## src/rtl/grid_scan.sv

```systemverilog
// 8x8 LED grid scanner: double-buffered generation (shadow -> display at frame end),
// row-multiplexed BLANK/DRIVE scan. Optional brightness input under `GRID_SCAN_DIM_EN.
module grid_scan #(
  parameter int DWELL     = 16,
  parameter int BLANK_CYC = 2
) (
  input  logic        clk,
  input  logic        reset,
  input  logic        enable,
  input  logic [63:0] gridin,
  input  logic        grid_valid,
  output logic        grid_ready,
  output logic [7:0]  row_out,
  output logic [7:0]  col_n,
  output logic        frame_done
`ifdef GRID_SCAN_DIM_EN
  ,
  input  logic [2:0]  dim
`endif
);

  localparam int MAXC = (DWELL > BLANK_CYC) ? DWELL : BLANK_CYC;
  localparam int CW   = $clog2(MAXC);
  localparam logic [CW-1:0] DWELL_LAST = CW'(DWELL - 1);
  localparam logic [CW-1:0] BLANK_LAST = CW'(BLANK_CYC - 1);

  typedef enum logic {BLANK = 1'b0, DRIVE = 1'b1} state_t;

  state_t        state, state_d;
  logic [2:0]    row, row_d;
  logic [CW-1:0] cnt, cnt_d;
  logic [63:0]   shadow, display, display_d;
  logic          shadow_full;
  logic          swap, accept, drive_cols;

`ifdef GRID_SCAN_DIM_EN
  // Columns stay lit for the first (dim+1)/8 of the dwell.
  function automatic logic dim_on(input logic [CW-1:0] c, input logic [2:0] lvl);
    logic [CW+3:0] lim;
    lim = (CW+4)'({1'b0, lvl} + 4'd1) * (CW+4)'(DWELL / 8);
    return {4'b0000, c} < lim;
  endfunction

  assign drive_cols = dim_on(cnt_d, dim);
`else
  assign drive_cols = 1'b1;
`endif

  assign grid_ready = ~shadow_full;
  // Swap needs a full shadow while accept needs an empty one, so they never coincide.
  assign swap       = frame_done & shadow_full;
  assign accept     = grid_valid & ~shadow_full;
  assign display_d  = swap ? shadow : display;

  always_comb begin
    state_d = state;
    row_d   = row;
    cnt_d   = cnt;
    if (!enable) begin
      state_d = BLANK;
      row_d   = '0;
      cnt_d   = '0;
    end else if (state == BLANK) begin
      if (cnt == BLANK_LAST) begin
        state_d = DRIVE;
        cnt_d   = '0;
      end else begin
        cnt_d = cnt + CW'(1);
      end
    end else begin
      if (cnt == DWELL_LAST) begin
        state_d = BLANK;
        cnt_d   = '0;
        row_d   = row + 3'd1;
      end else begin
        cnt_d = cnt + CW'(1);
      end
    end
  end

  // Outputs are registered from next-state so they align with state and never see inputs combinationally.
  always_ff @(posedge clk) begin
    if (reset) begin
      state       <= BLANK;
      row         <= '0;
      cnt         <= '0;
      shadow      <= '0;
      shadow_full <= 1'b0;
      display     <= '0;
      row_out     <= 8'h00;
      col_n       <= 8'hFF;
      frame_done  <= 1'b0;
    end else begin
      state   <= state_d;
      row     <= row_d;
      cnt     <= cnt_d;
      display <= display_d;
      if (swap) begin
        shadow_full <= 1'b0;
      end else if (accept) begin
        shadow      <= gridin;
        shadow_full <= 1'b1;
      end
      frame_done <= (state_d == DRIVE) && (row_d == 3'd7) && (cnt_d == DWELL_LAST);
      row_out    <= (state_d == DRIVE) ? (8'h01 << row_d) : 8'h00;
      col_n      <= ((state_d == DRIVE) && drive_cols) ? ~display_d[{row_d, 3'b000} +: 8] : 8'hFF;
    end
  end

endmodule

```

## config.mk

```make
export PLATFORM = sky130hd
export DESIGN_NAME = grid_scan
export DESIGN_NICKNAME = d
export VERILOG_FILES = /design/src/rtl/grid_scan.sv
export SDC_FILE = /design/constraint.sdc
export NUM_CORES = 1
export LEC_CHECK = 0
export ABC_CLOCK_PERIOD_IN_PS = 2200
export CAP_MARGIN = 15
export CORE_MARGIN = 2
export CORE_UTILIZATION = 43
export DETAILED_ROUTE_END_ITERATION = 12
export PLACE_DENSITY_LB_ADDON = 0.3
export SETUP_SLACK_MARGIN = 0.3
export SLEW_MARGIN = 0
export SYNTH_ARGS = -nofsm -noshare
export SYNTH_HDL_FRONTEND = slang
export SYNTH_SLANG_ARGS = --single-unit
```

## constraint.sdc

```tcl
create_clock -name clk -period 2.2 [get_ports clk]
set_input_delay 0.44 -clock clk [delete_from_list [all_inputs] [get_ports clk]]
set_output_delay 0.44 -clock clk [all_outputs]
set_load 0.05 [all_outputs]
```

* Word-level counts from Yosys, hierarchy flattened
Cells that the tools add are included.
** Word-level totals
- Output and inout bits :: 18
- Bits in registers :: 154
** Operators by class
- $add $sub $neg :: 2
- Bitwise operators :: 6
- Reduce and logical (&&, ||, !) cells :: 5
- Shift-type cells :: 2
- Equality and inequality tests :: 4
- Mux-type cells :: 12
** Operator list (count)
- 2-to-1 mux 64 bit :: 1
- variable part select 64 x 7 -> 8 bit :: 1
- 2-to-1 mux 4 bit :: 4
- 2-to-1 mux 3 bit :: 3
- == test 4 bit, second input constant :: 2
- NOT 8 bit :: 1
- << shifter 1 x 3 -> 8 bit, first input constant :: 1
- adder 4 x 1 -> 4 bit, second input constant :: 1
- == test 4 x 1 -> 1 bit, second input constant :: 1
- 2-to-1 mux 1 bit :: 4
- OR reduction 2 bit :: 2
- adder 3 x 1 -> 3 bit, second input constant :: 1
- == test 3 bit, second input constant :: 1
- NOT 1 bit :: 3
- AND 1 bit :: 2
- logical AND 1 bit :: 2
- AND reduction 2 bit :: 1

* Depth between registers and ports, before layout
- Word-level depth :: 7
- Gate-level depth with buffers :: 9
- Mapped depth without buffers :: 8

* Least setup slack after synthesis
No wires, ideal clock.
- Path kind :: flip-flop to flip-flop
- From :: register cnt[0]
- To :: register col_n[0]
- Arrival time :: 2.109 ns
- Path buffers :: 1
- Slack :: 0.006 ns
- Cell stages (with the launch flop) :: 8
- Clock period less this slack :: 2.194 ns
- Library setup time :: 0.086 ns
- Cells stage by stage :: dfxtp_1 ha_1 nand4_4 xnor2_4 buf_6 mux4_2 a22o_1 a211oi_1
** On the way
- Longest elaborated chain between the ends :: 6
- Elaborated cells between the ends (all ways) :: 13
- Classes of those cells :: 2 x eq/ne; 1 x shift; 7 x mux; 2 x bitwise; 1 x reduce/logical
** RTL lines
- from (decl) :: line 31 : logic [CW-1:0] cnt, cnt_d;
- from (signal assigned) :: line 96 : cnt <= cnt_d;
- == test 4 bit or == test 4 x 1 -> 1 bit (tied branches) :: line 71, 64
- 2-to-1 mux 3 bit (tied with other cells) :: line 71 : if (cnt == DWELL_LAST) begin
- 2-to-1 mux 3 bit or 2-to-1 mux 1 bit (tied branches) :: line 63 : end else if (state == BLANK) begin
- 2-to-1 mux 3 bit or 2-to-1 mux 1 bit (tied branches) :: line 59 : if (!enable) begin
- variable part select 64 x 7 -> 8 bit or NOT 1 bit (tied branches)
- NOT 8 bit or OR reduction 2 bit (tied branches)
- to (signal assigned) :: line 106 : col_n <= ((state_d == DRIVE) && drive_cols) ? ~display_d[{row_d, 3'b000} +: 8] : 8'hFF;
- to (decl) :: line 14 : output logic [7:0] col_n,
Several ways; a longest one is shown, not always the timed one.
A chain may end at the register's enable or synchronous reset.

* Worst setup path in the final report
- From :: register cnt[1]
- To :: register col_n[0]
The elaborated chain is that of the path after synthesis.

==> flow_summary.yaml <==
critical_path:
  max_stage_delay_ps: 530
  crit_end: "col_n[0]$_SDFF_PP1_"
  path_common_cell: "buf_12"
  r2r_cells: 8
  r2r-start: "cnt[1]$_SDFF_PP0_"
  worst-path-stages: 8
  worstPathRequired_ps: 2540
  critPathBufInv: 2
  critPathLaunch: "cnt[1]$_SDFF_PP0_"
  startpoint_type: "flop"
  timing_worst_setup_path_type: "flop to flop"
  reg2reg_to: "col_n[0]$_SDFF_PP1_"
  cp-end-kind: "flop"
  cp_top_family: "multiplexers"
  critPathArrivalTime_ps: 2520
  crit_slowest_cell: "mux4_2"
  r2r_slack_ps: 20
  path_cells: "ha_4, nand4_4, xnor2_4, buf_12, buf_12, mux4_2, a22o_1, a211oi_2"
  worst-path-max-fanout: 6
timing:
  hold_viol_final: 0
  rsz0062_at_grt: "yes"
  fin_crit_sh: 0.992
  final_max_slew_viol_count: 0
  timing.slew.headroom: 0.568
  fmax_ghz: 0.458
  fin_setup_tns_ps: 0
  fin_hold_ws_ps: 388
  fin_ws_ps: 16.5
  worstMarginPinSlew_ps: 648
  setup_viol: 0
  period_needed_ps: 2180
  finClkSkew_ps: 5.76
final_layout:
  syn_to_final_growth_pct: 31.9
  final_layout_size_suffix_gt1_frac: 0.145
  final_common_cell: "nand2_1"
  finalInstanceArea_um2: 8360
  final_util: 0.577
  fillerInstances: 1321
  fin_nets: 917
  layout_common_cells: "274 x nand2_1, 151 x dfxtp_1, 138 x a21oi_1"
  num_antenna_cells: 0
die:
  coreArea_um2: 14500
  die_h_um: 125
  row_count: 44
  start_util: 0.438
  die_width_um: 125
  ioPinCount: 86
  dieArea_um2: 15700
global_route:
  grt_max_degree: 133
  grt_usage: 0.198
  grt-ovfl-total: 0
  antenna_found_initial: 0
  grt_pass1_wl_um: 25100
  first_global_vias: 5035
cts:
  clk_latency_ps: 420
  ctsHoldBuffers: 0
  clock_path_buffers: 2
  cts_tree: "done"
  numCtsBuffers: 17
  path_clk_slew_ps: 60
  cts_root_buf: "clkbuf_16"
  h-tree-depth: 4
  clock-sinks: 154
synthesis:
  yosys-top-cells-area: "dfxtp_1 49%, nand2_1 16%, a21oi_1 11%"
  synthXorXnorAreaFrac: 0.00711
  synth_compound_area_frac: 0.160
  synthesis.nets: 827
  synth.distinct_cells: 44
  synth_top_area_share: 0.486
  synth_area_leader_cell: "dfxtp_1"
  synth_area_um2: 6340
  synth_top_family_by_area: "simple AND/OR/NAND/NOR gates"
  ys_seq_area_frac: 0.486
  ys_warn_count: 0
  synth-simple-area-share: 0.208
  ys_ff_latch: 154
  syn_inst: 756
  synthAdderAreaFrac: 0.00592
  syn_area_per_cell_um2: 8.38
  muxShareOfSynthArea: 0.0910
drt:
  final_antenna_net_count: 0
  drt_iter0_markers: 362
  vias: 5375
  drc: 0
  post_drt_wl_per_cell_um: 14.8
  wirelength_um: 15500
  drt_pass1_iterations: 4
  routed_via_density: 5.16
place:
  gp_congestion: 0.817
  dp_hpwl_um: 10300
  dpl_cell_area_um2: 7590
  place_ws_ps: -59.6
  port_buffers: 85
power_and_ir_drop:
  p_leak_nw: 3.04
  max-vdd-ir-drop_uv: 552
  power_density_nw_per_um2: 782
worst_hold_path:
  worstHoldPathCells: 4
  hold_path_class: "input pin to flop"
job:
  max_cap_viol_count: 0
run_status:
  status: "finished, final reports clean"
cell usage after synthesis (all sizes together):
library cell	n
nand2	276
dfxtp	154
a21oi	138
clkbuf	40
buf	17
a211oi	16
mux4	16
nor2	16
mux2i	14
and2	9
a22o	8
a221oi	5
a22oi	5
inv	4
mux2	4
a32oi	3
ha	3
nand2b	3
nand3	3
nor2b	3
nor3	2
nor3b	2
o21ai	2
xor2	2
and2b	1
and3	1
and4	1
nand3b	1
nand4	1
nor4	1
o211ai	1
or3	1
or3b	1
or4b	1
xnor2	1
stage by stage:
step,std cells,power (W)
after floorplan,756,0.00316
after global placement,1002,0.00338
after detailed placement,1002,0.00338
after CTS,1039,0.00659
after global routing,1042,0.00677
final,1042,0.00654
sequential cells by signal (all words and copies together), names as in the netlist, 3 cells and up:
register  count
display      64
shadow       64
row           3
row_out       8
cnt           4
col_n         8
area by class of cell:
cell class,count,area (um2),area share
well taps,184,230,0.0275
inverters,4,15.0,0.00180
clock inverters,11,193,0.0231
clock buffers,20,467,0.0558
multi-input cells,541,3060,0.366
repair buffers,128,1310,0.157
flip-flops and latches,154,3090,0.370
what timing repair did:
| item | in CTS | in global routing |
|---|---|---|
| setup buffers | 5 | 3 |
| gates resized for setup | 25 | 15 |
| setup endpoints to repair | 26 | 9 |
| cloned | 1 | 0 |
| pin swaps | 7 | 8 |
routing by layer:
| metal | track usage | vias to the layer above | share of wire |
|---|---|---|---|
| met1 | 0.269 | 2527 | 0.47 |
| met3 | 0.0454 | 14 | 0.039 |
| li1 | - | 2729 | - |
| met4 | 0.0529 | 0 | 0.010 |
| met5 | 0 | - | 0 |
| met2 | 0.320 | 105 | 0.48 |
worst min path at each step:
stage | from | to
floorplan | display[50]$_SDFF_PP0_ | display[50]$_SDFF_PP0_
global placement | display[59]$_SDFF_PP0_ | display[59]$_SDFF_PP0_
detailed placement | display[47]$_SDFF_PP0_ | display[47]$_SDFF_PP0_
CTS | reset | cnt[1]$_SDFF_PP0_
global route | reset | cnt[1]$_SDFF_PP0_
finish | reset | cnt[1]$_SDFF_PP0_
worst min-delay path: cells and delay by family:
kind | cells | cell delay [ps]
compound gates | 1 | 100
simple gates | 2 | 120
buf+inv | 1 | 100
power by group:
| group | switching [W] | total [W] | leakage, nW | internal (W) |
|---|---|---|---|---|
| Sequential | 0.0000716 | 0.00294 | 1.25 | 0.00287 |
| Clock | 0.00113 | 0.00322 | 0.306 | 0.00209 |
| Combinational | 0.000185 | 0.000380 | 1.48 | 0.000196 |
kinds of logic after synthesis:
group,Yosys count
buf+inv,61
xor+xnor,3
simple gates,323
compound gates,178
fa+ha+maj,3
mux,34
flops,154
(Power assumes the default switching activity.)
